## src/rtl/id_stage_pipe.sv

```systemverilog
// id_stage_pipe: ARM instruction-decode stage with register file, condition
// check, hazard detection and the ID/EX pipeline register.
// Optional build macro FORWARD_EN: when defined, EX/MEM forwarding exists
// downstream and only load-use hazards stall; otherwise any pending write by
// the instructions in EX or MEM to a used source register stalls.
module id_stage_pipe #(
    parameter int DATA_W     = 32,
    parameter int REG_ADDR_W = 4
) (
    input  logic                  clk,
    input  logic                  rst,
    input  logic                  stall_in,
    input  logic                  flush,
    input  logic [DATA_W-1:0]     pc_in,
    input  logic [31:0]           instruction,
    input  logic [3:0]            status,
    input  logic                  wb_en_in,
    input  logic [REG_ADDR_W-1:0] wb_dest,
    input  logic [DATA_W-1:0]     wb_data,
    input  logic                  ex_wb_en,
    input  logic                  ex_mem_read,
    input  logic [REG_ADDR_W-1:0] ex_dest,
    input  logic                  mem_wb_en,
    input  logic [REG_ADDR_W-1:0] mem_dest,
    output logic                  hazard,
    output logic                  valid,
    output logic [DATA_W-1:0]     pc,
    output logic [DATA_W-1:0]     reg1,
    output logic [DATA_W-1:0]     reg2,
    output logic [3:0]            alu_cmd,
    output logic [REG_ADDR_W-1:0] dest,
    output logic [REG_ADDR_W-1:0] src1,
    output logic [REG_ADDR_W-1:0] src2,
    output logic                  status_en,
    output logic                  mem_read,
    output logic                  mem_write,
    output logic                  wb_en,
    output logic                  branch,
    output logic                  imm,
    output logic [11:0]           shifter_operand,
    output logic [23:0]           b_signed_imm
);

    localparam int NUM_REGS = 1 << REG_ADDR_W;

    logic [DATA_W-1:0]     regs [NUM_REGS];

    logic [3:0]            cond;
    logic [1:0]            mode;
    logic                  i_bit;
    logic [3:0]            opcode;
    logic                  s_bit;
    logic [REG_ADDR_W-1:0] rn;
    logic [REG_ADDR_W-1:0] rd;
    logic [REG_ADDR_W-1:0] rm;
    logic [REG_ADDR_W-1:0] src2_addr;
    logic                  is_null;

    logic                  dec_defined;
    logic [3:0]            dec_alu;
    logic                  dec_status_en;
    logic                  dec_wb;
    logic                  dec_mem_read;
    logic                  dec_mem_write;
    logic                  dec_branch;
    logic                  uses_rn;
    logic                  uses_src2;
    logic                  is_str;

    logic                  cond_pass;
    logic                  hazard_c;
    logic                  issue;
    logic [DATA_W-1:0]     reg1_val;
    logic [DATA_W-1:0]     reg2_val;

    assign cond      = instruction[31:28];
    assign mode      = instruction[27:26];
    assign i_bit     = instruction[25];
    assign opcode    = instruction[24:21];
    assign s_bit     = instruction[20];
    assign rn        = REG_ADDR_W'(instruction[19:16]);
    assign rd        = REG_ADDR_W'(instruction[15:12]);
    assign rm        = REG_ADDR_W'(instruction[3:0]);
    assign is_null   = (instruction == 32'h0);
    assign src2_addr = is_str ? rd : rm;

    // Translate mode/opcode into EX control bits and note which sources are read
    always_comb begin
        dec_defined   = 1'b0;
        dec_alu       = 4'b0000;
        dec_status_en = 1'b0;
        dec_wb        = 1'b0;
        dec_mem_read  = 1'b0;
        dec_mem_write = 1'b0;
        dec_branch    = 1'b0;
        uses_rn       = 1'b0;
        uses_src2     = 1'b0;
        is_str        = 1'b0;
        case (mode)
            2'b00: begin
                dec_defined   = 1'b1;
                uses_rn       = 1'b1;
                uses_src2     = ~i_bit;
                dec_wb        = 1'b1;
                dec_status_en = s_bit;
                case (opcode)
                    4'b1101: begin dec_alu = 4'b0001; uses_rn = 1'b0; end
                    4'b1111: begin dec_alu = 4'b1001; uses_rn = 1'b0; end
                    4'b0100: dec_alu = 4'b0010;
                    4'b0101: dec_alu = 4'b0011;
                    4'b0010: dec_alu = 4'b0100;
                    4'b0110: dec_alu = 4'b0101;
                    4'b0000: dec_alu = 4'b0110;
                    4'b1100: dec_alu = 4'b0111;
                    4'b0001: dec_alu = 4'b1000;
                    4'b1010: begin
                        dec_alu       = 4'b0100;
                        dec_wb        = 1'b0;
                        dec_status_en = 1'b1;
                    end
                    4'b1000: begin
                        dec_alu       = 4'b0110;
                        dec_wb        = 1'b0;
                        dec_status_en = 1'b1;
                    end
                    default: begin
                        dec_defined   = 1'b0;
                        dec_wb        = 1'b0;
                        dec_status_en = 1'b0;
                        uses_rn       = 1'b0;
                        uses_src2     = 1'b0;
                    end
                endcase
            end
            2'b01: begin
                dec_defined = 1'b1;
                dec_alu     = 4'b0010;
                uses_rn     = 1'b1;
                if (s_bit) begin
                    dec_mem_read = 1'b1;
                    dec_wb       = 1'b1;
                end else begin
                    dec_mem_write = 1'b1;
                    is_str        = 1'b1;
                    uses_src2     = 1'b1;
                end
            end
            2'b10: begin
                dec_defined = 1'b1;
                dec_branch  = 1'b1;
            end
            default: dec_defined = 1'b0;
        endcase
    end

    // Evaluate the ARM condition field against the NZCV flags
    always_comb begin
        cond_pass = 1'b0;
        case (cond)
            4'b0000: cond_pass = status[2];
            4'b0001: cond_pass = ~status[2];
            4'b0010: cond_pass = status[1];
            4'b0011: cond_pass = ~status[1];
            4'b0100: cond_pass = status[3];
            4'b0101: cond_pass = ~status[3];
            4'b0110: cond_pass = status[0];
            4'b0111: cond_pass = ~status[0];
            4'b1000: cond_pass = status[1] & ~status[2];
            4'b1001: cond_pass = ~status[1] | status[2];
            4'b1010: cond_pass = (status[3] == status[0]);
            4'b1011: cond_pass = (status[3] != status[0]);
            4'b1100: cond_pass = ~status[2] & (status[3] == status[0]);
            4'b1101: cond_pass = status[2] | (status[3] != status[0]);
            4'b1110: cond_pass = 1'b1;
            default: cond_pass = 1'b0;
        endcase
    end

`ifdef FORWARD_EN
    logic unused_hazard_inputs;
    assign unused_hazard_inputs = ^{ex_wb_en, mem_wb_en, mem_dest};

    // Only a load in EX cannot be forwarded in time, so stall on load-use alone
    always_comb begin
        hazard_c = 1'b0;
        if (!is_null && ex_mem_read) begin
            hazard_c = (uses_rn && (rn == ex_dest)) ||
                       (uses_src2 && (src2_addr == ex_dest));
        end
    end
`else
    logic unused_hazard_inputs;
    assign unused_hazard_inputs = ex_mem_read;

    // Without forwarding, any pending write in EX or MEM to a used source stalls
    always_comb begin
        hazard_c = 1'b0;
        if (!is_null) begin
            hazard_c = (uses_rn && ex_wb_en && (rn == ex_dest)) ||
                       (uses_rn && mem_wb_en && (rn == mem_dest)) ||
                       (uses_src2 && ex_wb_en && (src2_addr == ex_dest)) ||
                       (uses_src2 && mem_wb_en && (src2_addr == mem_dest));
        end
    end
`endif

    assign hazard = hazard_c;

    assign reg1_val = (wb_en_in && (wb_dest == rn))        ? wb_data : regs[rn];
    assign reg2_val = (wb_en_in && (wb_dest == src2_addr)) ? wb_data : regs[src2_addr];

    assign issue = !flush && !hazard_c && cond_pass && !is_null && dec_defined;

    // Register file: cleared on reset, written from the write-back port
    always_ff @(posedge clk or posedge rst) begin
        if (rst) begin
            for (int i = 0; i < NUM_REGS; i++) begin
                regs[i] <= '0;
            end
        end else if (wb_en_in) begin
            regs[wb_dest] <= wb_data;
        end
    end

    // ID/EX register: flush beats stall; bubbles keep data but clear controls
    always_ff @(posedge clk or posedge rst) begin
        if (rst) begin
            valid           <= 1'b0;
            pc              <= '0;
            reg1            <= '0;
            reg2            <= '0;
            alu_cmd         <= 4'b0000;
            dest            <= '0;
            src1            <= '0;
            src2            <= '0;
            status_en       <= 1'b0;
            mem_read        <= 1'b0;
            mem_write       <= 1'b0;
            wb_en           <= 1'b0;
            branch          <= 1'b0;
            imm             <= 1'b0;
            shifter_operand <= '0;
            b_signed_imm    <= '0;
        end else if (flush || !stall_in) begin
            pc              <= pc_in;
            reg1            <= reg1_val;
            reg2            <= reg2_val;
            dest            <= rd;
            src1            <= rn;
            src2            <= src2_addr;
            imm             <= i_bit;
            shifter_operand <= instruction[11:0];
            b_signed_imm    <= instruction[23:0];
            valid           <= issue;
            alu_cmd         <= issue ? dec_alu : 4'b0000;
            status_en       <= issue & dec_status_en;
            mem_read        <= issue & dec_mem_read;
            mem_write       <= issue & dec_mem_write;
            wb_en           <= issue & dec_wb;
            branch          <= issue & dec_branch;
        end
    end

endmodule

```

## config.mk

```make
export PLATFORM = sky130hd
export DESIGN_NAME = id_stage_pipe
export DESIGN_NICKNAME = d
export VERILOG_FILES = /design/src/rtl/id_stage_pipe.sv
export SDC_FILE = /design/constraint.sdc
export NUM_CORES = 2
export LEC_CHECK = 0
export CORE_MARGIN = 5
export CORE_UTILIZATION = 61
export CTS_BUF_LIST = sky130_fd_sc_hd__clkbuf_2 sky130_fd_sc_hd__clkbuf_4 sky130_fd_sc_hd__clkbuf_8
export DETAILED_ROUTE_END_ITERATION = 8
export PLACE_DENSITY = 0.84
export SLEW_MARGIN = 40
export SYNTH_ARGS = -nofsm -noshare
export SYNTH_HDL_FRONTEND = slang
export SYNTH_SLANG_ARGS = --single-unit
```

## constraint.sdc

```tcl
create_clock -name clk -period 28.9 [get_ports clk]
set_input_delay 2.89 -clock clk [delete_from_list [all_inputs] [get_ports clk]]
set_output_delay 2.89 -clock clk [all_outputs]
set_load 0.01 [all_outputs]
```

==> run metrics <==
Async S/R FF share, synth 1.00; area share of the leading cell type in the synthesized netlist 0.485; CP Launch Point instruction[27]; FF-to-FF Start regs[144]; deepest clock path buffer count 3; adder-cell area share of the yosys netlist 0.00150; Fin. Hold Viols 0; commonest cells after routing, fill and taps aside dfrtp_1, mux2_2, clkdlybuf4s50_1; most common cell after layout, fill and taps aside dfrtp_1; Global Route Usage Sum 0.313; WL final between 90 and 100 mm; critical path class input port to output pin; fin crit period 9.73 ns; I/O Buffers 274; EDFF count, synth 0; worst-path fanout max 55; Highest Signal Layer met5; Synth area leader dfrtp_1; syn avg cell area around 14 µm²; final setup fails 0; CTS Buf Count about 100; FP Rows between 80 and 90; Max VDD drop between 60 and 70 µV; Worst Hold Class flip-flop to flip-flop; Die W approximately 240 µm; Die H roughly 240 µm; Final #Nets ~2700; CTS tree yes; # resized after CTS 0; Max Freq 103 MHz; global-route wire length before repair 145 mm; post-synthesis cell type count 51; DRC Markers 0; Final period util 0.337; worst r2r path cells 4; worst path arrival time around 7 ns; met3 wire len between 9 and 10 mm; Critical Path Sink Type output pin; register area share after synthesis 0.485; min-delay src pc[19]; RSZ-0062 raised after global routing false; power after layout approximately 2.8 mW; simple-gate share of the synthesized area 0.0494; drt first-iter violations 2448; starting density of the core 0.618; initial antenna violation count 5; metal2 WL around 45 mm; P&R area growth vs syn 16.7%; placed cell areas approximately 37000 µm²; core area ~54000 µm²; Die ar. ~60000 µm²; vias in the first global route approximately 24000; setup tns final 0 ns; Root Buffer clkbuf_8; GPL Wtd Cong between 0.8 and 0.9; largest cells by area after synthesis dfrtp_1, mux2_2, mux4_2; Initial DRT Pass Iterations 6; YS warnings 0; post-route ant nets 0; worst path required time 26.01 ns; Tightest Pin Transition 0.876 ns; largest family of logic cells by synthesized area multiplexers; Post-synth top flop dfrtp_1; slew margin rel. 0.416; Via Count approximately 23000; WHS Path Cells 2; Clk pin slew, worst setup/hold paths approximately 0.05 ns; Seq cells post-synth approximately 650; syn nets roughly 2500; final setup skew 0.0214 ns; Slew Limit Fails 0; Power per Cell Area 71.7 nW/µm²; htree depth 3; Post-Route M1 WL about 36 mm; synthesized area between 30000 and 40000 µm²; routed vias/inst around 6.8; # clock sinks 647; setup bufs post-CTS 0; I/O pin count 276; largest net degree at the start of global routing between 100 and 150; GRT Residual Overflow 0; Leakage 16.1 nW; maxcap violations 0; type of origin of the critical path input port; Detail Placement HPWL about 53 mm; final core occ 0.721; clock latency on the worst-skew pair roughly 0.7 ns; XOR/XNOR share of the synthesized area 0.00682; post-synthesis mux area share 0.379; status finished, final reports clean; Synth Area in Compound Gates 0.0444; layout cell share with drive strength beyond 1 0.419; post-layout instance area around 39000 µm²; drt wl/cell 27.8 µm; hold_buf cts 0; Synth Instances about 2400
==> routing by layer <==
| layer | vias to the layer above | global-route usage |
|---|---|---|
| li1 | 9324 | - |
| met3 | 253 | 0.0818 |
| met1 | 11900 | 0.432 |
| met2 | 1334 | 0.491 |
| met5 | - | 0 |
| met4 | 4 | 0.115 |
==> critical path: stages <==
cell and delay [ns]:
clkdlybuf4s50_1 0.47, inv_1 0.11, ha_1 0.31, nor2b_4 0.52, mux2i_4 0.31, buf_6 0.58, xnor2_1 0.15, or4_4 0.53
a21o_1 0.18, a21oi_1 0.20, clkdlybuf4s50_1 0.58
==> area by class of cell <==
type                    instances  area, µm²
diodes                          3       7.51
clock buffers                 169       2190
clock inverters                21        165
fillers                      3367      15100
inverters                       9       41.3
multi-input cells            1477      16300
flip-flops and latches        647      16200
well taps                     696        871
repair buffers                319       3230
==> state kept, by name, indices dropped and copies added, names as in the netlist <==
register and count:
alu_cmd 4, b_signed_imm 7, branch 1, dest 3, imm 1, mem_read 1, mem_write 1, pc 32
reg1 32, reg2 32, regs 512, shifter_operand 11, src1 3, src2 4, status_en 1, valid 1
wb_en 1
==> path summary, 6_finish.rpt <==
path / slack (ns) / to
worst max-delay path: 19.17 / hazard
worst min-delay path: 0.46 / pc[19]
worst max register to register: 26.89 / reg1[16]
worst min register to register: 0.46 / pc[19]
max in group asynchronous: 23.28 / regs[76]
min in group asynchronous: 2.74 / pc[7]
==> stage by stage <==
step / setup slack [ns] / instances / hold slack [ns]
after global routing: 18.98 / 3341 / 0.497
after detailed placement: 19.19 / 3146 / 0.457
after global placement: 19.07 / 3143 / 0.450
after CTS: 19.18 / 3336 / 0.468
final: 19.17 / 3341 / 0.463
after floorplan: 7.88 / 2373 / 0.491
==> where the power goes <==
| part | leakage [nW] | total, mW | switching, mW | internal (mW) |
|---|---|---|---|---|
| Sequential | 7.95 | 1.25 | 0.147 | 1.11 |
| Combinational | 6.94 | 0.671 | 0.259 | 0.412 |
| Clock | 1.25 | 0.870 | 0.373 | 0.497 |
| Total | 16.1 | 2.79 | 0.778 | 2.01 |
==> cell usage after synthesis (all sizes together), types with 11 or more instances <==
master / number
o22ai: 33
a221o: 32
o21ai: 47
a21oi: 11
and2: 33
o31ai: 41
xor2: 16
nand2: 214
mux2i: 36
a22oi: 32
buf: 95
nor2: 53
mux2: 579
clkbuf: 145
dfrtp: 647
mux4: 256
==> cells by family (layout without fill, tap and decap cells) <==
group,count (synthesis),count (layout)
AO/OA/AOI/OAI,209,209
AND/OR/NAND/NOR,367,367
multiplexers,871,871
XOR/XNOR,26,26
flip-flops,647,647
other,0,3
adder cells (fa/ha/maj),4,4
buffers and inverters,249,518
Power figures use the tool's default switching activity.
